<file path="src/rtl/cpu_mem_responder.sv">
// Memory-side responder for the 16-bit CPU: boot-loads a word RAM from a byte
// stream while holding the CPU in reset, then serves registered reads and byte-strobed writes.
module cpu_mem_responder #(
    parameter int ADDR_W   = 8,
    parameter int BOOT_LEN = 256
) (
    input  logic        clk,
    input  logic        reset,
    input  logic [15:0] adr,
    input  logic [15:0] memOut,
    input  logic        memwrite_a,
    input  logic        memwrite_b,
    output logic [15:0] memdata,
    input  logic        boot_valid,
    input  logic [7:0]  boot_data,
    output logic        boot_ready,
    output logic        cpu_hold,
    output logic        boot_done,
    output logic        oob_err
);

    localparam int DEPTH = 1 << ADDR_W;
    localparam logic [ADDR_W:0] BOOT_LEN_C = BOOT_LEN[ADDR_W:0];

    typedef enum logic [1:0] {
        BOOT_LO = 2'd0,
        BOOT_HI = 2'd1,
        RUN     = 2'd2
    } state_e;

    state_e              state_q;
    logic [ADDR_W:0]     ptr_q;
    logic [7:0]          held_lo_q;
    logic [15:0]         memdata_q;
    logic                boot_ready_q;
    logic                cpu_hold_q;
    logic                boot_done_q;
    logic                oob_err_q;
    logic [15:0]         mem_q [DEPTH];

    logic                accept_d;
    logic                in_range_d;
    logic [ADDR_W:0]     ptr_inc_d;
    logic                wr_lo_d;
    logic                wr_hi_d;
    logic [ADDR_W-1:0]   wr_addr_d;
    logic [15:0]         wr_data_d;

    // Decode byte acceptance, address range and the single RAM write port.
    always_comb begin
        accept_d   = boot_valid && boot_ready_q && (state_q != RUN);
        in_range_d = (adr[15:ADDR_W] == {(16-ADDR_W){1'b0}});
        ptr_inc_d  = ptr_q + {{ADDR_W{1'b0}}, 1'b1};
        wr_lo_d    = 1'b0;
        wr_hi_d    = 1'b0;
        wr_addr_d  = ptr_q[ADDR_W-1:0];
        wr_data_d  = {boot_data, held_lo_q};
        case (state_q)
            BOOT_HI: begin
                if (accept_d) begin
                    wr_lo_d = 1'b1;
                    wr_hi_d = 1'b1;
                end else begin
                    wr_lo_d = 1'b0;
                    wr_hi_d = 1'b0;
                end
            end
            RUN: begin
                wr_addr_d = adr[ADDR_W-1:0];
                wr_data_d = memOut;
                if (in_range_d) begin
                    wr_lo_d = memwrite_a;
                    wr_hi_d = memwrite_b;
                end else begin
                    wr_lo_d = 1'b0;
                    wr_hi_d = 1'b0;
                end
            end
            default: begin
                wr_lo_d = 1'b0;
                wr_hi_d = 1'b0;
            end
        endcase
    end

    // RAM byte lanes; contents deliberately survive reset.
    always_ff @(posedge clk) begin
        if (wr_lo_d) begin
            mem_q[wr_addr_d][7:0] <= wr_data_d[7:0];
        end
        if (wr_hi_d) begin
            mem_q[wr_addr_d][15:8] <= wr_data_d[15:8];
        end
    end

    // Boot loader / service FSM with all outputs registered.
    always_ff @(posedge clk or negedge reset) begin
        if (!reset) begin
            state_q      <= BOOT_LO;
            ptr_q        <= '0;
            held_lo_q    <= 8'h00;
            memdata_q    <= 16'h0000;
            boot_ready_q <= 1'b0;
            cpu_hold_q   <= 1'b1;
            boot_done_q  <= 1'b0;
            oob_err_q    <= 1'b0;
        end else begin
            case (state_q)
                BOOT_LO: begin
                    memdata_q    <= 16'h0000;
                    boot_ready_q <= 1'b1;
                    if (accept_d) begin
                        held_lo_q <= boot_data;
                        state_q   <= BOOT_HI;
                    end
                end
                BOOT_HI: begin
                    memdata_q    <= 16'h0000;
                    boot_ready_q <= 1'b1;
                    if (accept_d) begin
                        ptr_q <= ptr_inc_d;
                        if (ptr_inc_d == BOOT_LEN_C) begin
                            state_q      <= RUN;
                            boot_ready_q <= 1'b0;
                            cpu_hold_q   <= 1'b0;
                            boot_done_q  <= 1'b1;
                        end else begin
                            state_q <= BOOT_LO;
                        end
                    end
                end
                RUN: begin
                    // Read-before-write falls out of sampling the old RAM word here.
                    if (in_range_d) begin
                        memdata_q <= mem_q[adr[ADDR_W-1:0]];
                    end else begin
                        memdata_q <= 16'h0000;
                        oob_err_q <= 1'b1;
                    end
                end
                default: begin
                    state_q <= BOOT_LO;
                end
            endcase
        end
    end

    assign memdata    = memdata_q;
    assign boot_ready = boot_ready_q;
    assign cpu_hold   = cpu_hold_q;
    assign boot_done  = boot_done_q;
    assign oob_err    = oob_err_q;

endmodule

</file>
<file path="config.mk">
export PLATFORM = sky130hd
export DESIGN_NAME = cpu_mem_responder
export DESIGN_NICKNAME = d
export VERILOG_FILES = /design/src/rtl/cpu_mem_responder.sv
export SDC_FILE = /design/constraint.sdc
export NUM_CORES = 2
export LEC_CHECK = 0
export BUFFER_PORTS_ARGS = -buffer_cell sky130_fd_sc_hd__clkbuf_2
export CAP_MARGIN = 20
export CORE_AREA = 2 2 684 686
export DETAILED_ROUTE_END_ITERATION = 8
export DIE_AREA = 0 0 686 688
export PLACE_DENSITY = 0.47
export SLEW_MARGIN = 20
export SYNTH_ARGS = -nofsm -noshare
export SYNTH_HDL_FRONTEND = slang
export SYNTH_SLANG_ARGS = --single-unit
export TNS_END_PERCENT = 50
</file>
<file path="constraint.sdc">
create_clock -name clk -period 5.45 [get_ports clk]
set_clock_uncertainty 0.2 [all_clocks]
set_input_delay 0.2725 -clock clk [delete_from_list [all_inputs] [get_ports clk]]
set_output_delay 0.2725 -clock clk [all_outputs]
set_load 0.01 [all_outputs]
</file>
==> run summary <==
status: finished, final reports clean
DRC Markers: 0
crit path to: mem_q[11][3]$_DFFE_PP_
Post-CTS Hold Fix Bufs: 41
crit-path max FO: 37
Netlist cell types: 79
Hold Vio Cnt, Final: 0
Die Footprint: 472000 µm²
CTS resizes: 0
Avg Cell Area, Syn: 20.5 µm²
global-route wire length before repair: 714000 µm
Die H: 688 µm
routability cong.: 0.834
clock insertion delay at the later pin of the skew report: 1.01 ns
GRT overflow: 0
1st-iter DRT viols: 10300
total CTS buffers: 434
CP arrival: 5.08 ns
total I/O pin count: 65
Total Routed Length: 521000 µm
clk sinks: 4135
worst slack, placed: 0.640 ns
Worst VDD drop: 0.276 mV
final setup margin: 0.804 ns
core footprint: 465000 µm²
nets: 8364
startpoint types: flip-flop
Reg2Reg Setup Slack: 0.80 ns
Worst Setup End Kind: flip-flop
CTS tree: done
Starting Density: 0.348
data required time of the worst path: 5.88 ns
Total GRT Usage: 0.217
Post-synth EDFFs: 4096
H-Tree Depth: 5
clk slew on worst S/H paths: 0.06 ns
post-route cell area: 185000 µm²
CP Class: flip-flop to flip-flop
Yosys warning count: 0
fraction of registers with async set/reset: 0.00943
DP Area: 171000 µm²
Critical R2R Launch: state_q[0]$_DFFE_PN0P_
Pre-Repair DR Iteration Count: 6
Synth Cell Area: 162000 µm²
Vias/cell: 5.63
Post-Synthesis Cells: 7881
Max clock buf depth: 4
RSZ-0062 raised after global routing: false
routed len/inst: 35.1 µm
power density over cell area: 367 nW/µm²
Critical Path Start: state_q[0]$_DFFE_PN0P_
post-CTS setup buffers: 0
initial antenna violation count: 42
IO Port Bufs: 64
DP HPWL: 324000 µm
Synth Net Count: 7932
min cycle time layout: 4.65 ns
Setup TNS: 0 ns
worst hold path class: input pin to flip-flop
worst r2r path cells: 6
static leakage power: 58.0 nW
routed vias: 83700
Inst Count DP: 14000
Max-Cap Viols: 0
largest net degree at the start of global routing: 128
sequential fraction of the synthesis area: 0.766
register bit total from synthesis: 4135
vias in the first global route: 83900
number of nets with antenna violations after routing: 0
worst relative slew slack: 0.212
CTS root buffer: clkbuf_16
Fmax achieved: 215 MHz
share of cells above drive strength 1: 0.224
Least-Margin Pin Slew: 1.18 ns
final setup vio count: 0
capturing point of the worst reg2reg path: mem_q[11][3]$_DFFE_PP_
num rows: 251
crit share post-route: 0.853
Layout Cells excl Fill: 14900
Slew Viols, Final: 0
die width: 686 µm
ys flop type: edfxtp_1
Layout area overhead: 14.3%
==> power by group <==
part	internal, mW	switching, mW	total, mW
clock	16.8	12.6	29.3
combinational	1.12	2.54	3.66
sequential	34.9	0.000649	34.9
==> worst min-delay path by stage <==
stage / depth (start not counted) / slack, ns / from / endpoint
after global routing: 3 / 0.09 / memOut[7] / mem_q[1][7]$_DFFE_PP_
after floorplan: 0 / -0.22 / reset / boot_done$_DFFE_PN0P_
after global placement: 1 / -0.04 / reset / oob_err$_DFFE_PN0P_
after detailed placement: 1 / -0.04 / reset / held_lo_q[7]$_DFFE_PN0P_
after CTS: 3 / 0.008 / memOut[7] / mem_q[1][7]$_DFFE_PP_
final: 3 / 0.1 / memOut[7] / mem_q[1][7]$_DFFE_PP_
==> sequential cells by signal, indices dropped and copies added (netlist names) <==
signal / count
mem_q: 4096
memdata: 16
cpu_hold: 1
oob_err: 1
boot_ready: 1
state_q: 2
held_lo_q: 8
ptr_q: 9
boot_done: 1
==> kinds of logic (layout without fill, tap and decap cells) <==
| group | count (synthesis) | in the layout | share of synthesized area |
|---|---|---|---|
| fa+ha+maj | 6 | 6 | 0.000464 |
| flops | 4135 | 4135 | 0.766 |
| other cells | 0 | 10 | 0 |
| xor+xnor | 9 | 9 | 0.000487 |
| buf+inv | 490 | 1269 | 0.0207 |
| mux | 1382 | 1382 | 0.149 |
| simple gates | 1011 | 1011 | 0.0264 |
| compound gates | 848 | 848 | 0.0372 |
==> Yosys cell counts (all sizes together) (8+ instances only) <==
| cell type | number | area [µm²] |
|---|---|---|
| edfxtp | 4096 | 123000 |
| mux4 | 808 | 18300 |
| nor2 | 588 | 2210 |
| mux2i | 536 | 5370 |
| buf | 281 | 2570 |
| clkbuf | 200 | 751 |
| nand2 | 165 | 619 |
| o221ai | 158 | 1390 |
| a21oi | 150 | 751 |
| o22ai | 139 | 870 |
| a22oi | 97 | 733 |
| o21ai | 84 | 424 |
| nand3 | 78 | 390 |
| nor3 | 73 | 365 |
| dfrtp | 38 | 951 |
| mux2 | 38 | 428 |
| a211oi | 34 | 260 |
| a221oi | 34 | 298 |
| a22o | 34 | 298 |
| o211ai | 25 | 188 |
| nor4 | 19 | 119 |
| nor2b | 17 | 106 |
| and2 | 16 | 100 |
| nand2b | 15 | 93.8 |
| a31oi | 12 | 75.1 |
| nand4 | 11 | 68.8 |
| o31ai | 9 | 67.6 |
| and3 | 8 | 50.1 |
| inv | 8 | 30.0 |
==> routing by layer <==
layer,wire [µm],part of all wire,GRT usage
met1,220000,0.42,0.304
met2,243000,0.47,0.343
met3,41900,0.080,0.0441
met4,16700,0.032,0.0630
met5,61,0.00012,0
==> metrics by stage <==
stage / power [mW] / hold slack [ns] / utilization
after floorplan: 37.6 / -0.223 / -
after global placement: 39.2 / -0.0355 / 0.367
after detailed placement: 39.3 / -0.0357 / 0.367
after CTS: 68.5 / 0.00797 / 0.398
after global routing: 69.7 / 0.0919 / 0.398
final: 67.9 / 0.0997 / 0.398
==> cell type report <==
cell class,count,area [µm²]
Clock inverter,275,2600
Sequential cell,4135,124000
Clock buffer,508,11300
Tap cell,6198,7750
Inverter,9,48.8
Multi-Input combinational cell,3256,35100
Antenna cell,10,25.0
Fill cell,41200,280000
Timing Repair Buffer,477,4380
==> cell usage in the layout (no fill, tap or decap), types with 17 or more instances in the layout <==
cell type	Yosys	routed
clkbuf_2	0	57
buf_12	17	63
o221ai_1	157	157
nor4_1	19	17
nor2_1	588	582
edfxtp_1	4096	4096
clkbuf_1	200	68
o211ai_1	25	25
nand3_1	78	62
clkinv_2	0	101
buf_4	43	311
mux2i_1	536	536
mux4_1	39	39
dfrtp_1	38	38
clkinvlp_4	0	17
a221oi_1	34	34
o22ai_1	139	139
a22o_1	34	33
o21ai_0	72	72
a211oi_1	33	33
nor3_1	73	69
clkbuf_16	0	440
bufinv_16	0	43
a21oi_1	150	150
mux2_2	38	22
mux4_2	769	769
nand2_1	165	162
dlygate4sd3_1	0	41
clkinv_1	1	88
a22oi_1	96	96
==> worst max-delay path: stages, from the launching register on <==
cell and delay, ns:
dfrtp_1 0.44, inv_1 0.14, ha_2 0.19, buf_4 0.61, a22o_2 0.73, nand3_1 0.99
nor2_1 0.97
Note: power is estimated with default switching activity, not from simulation.
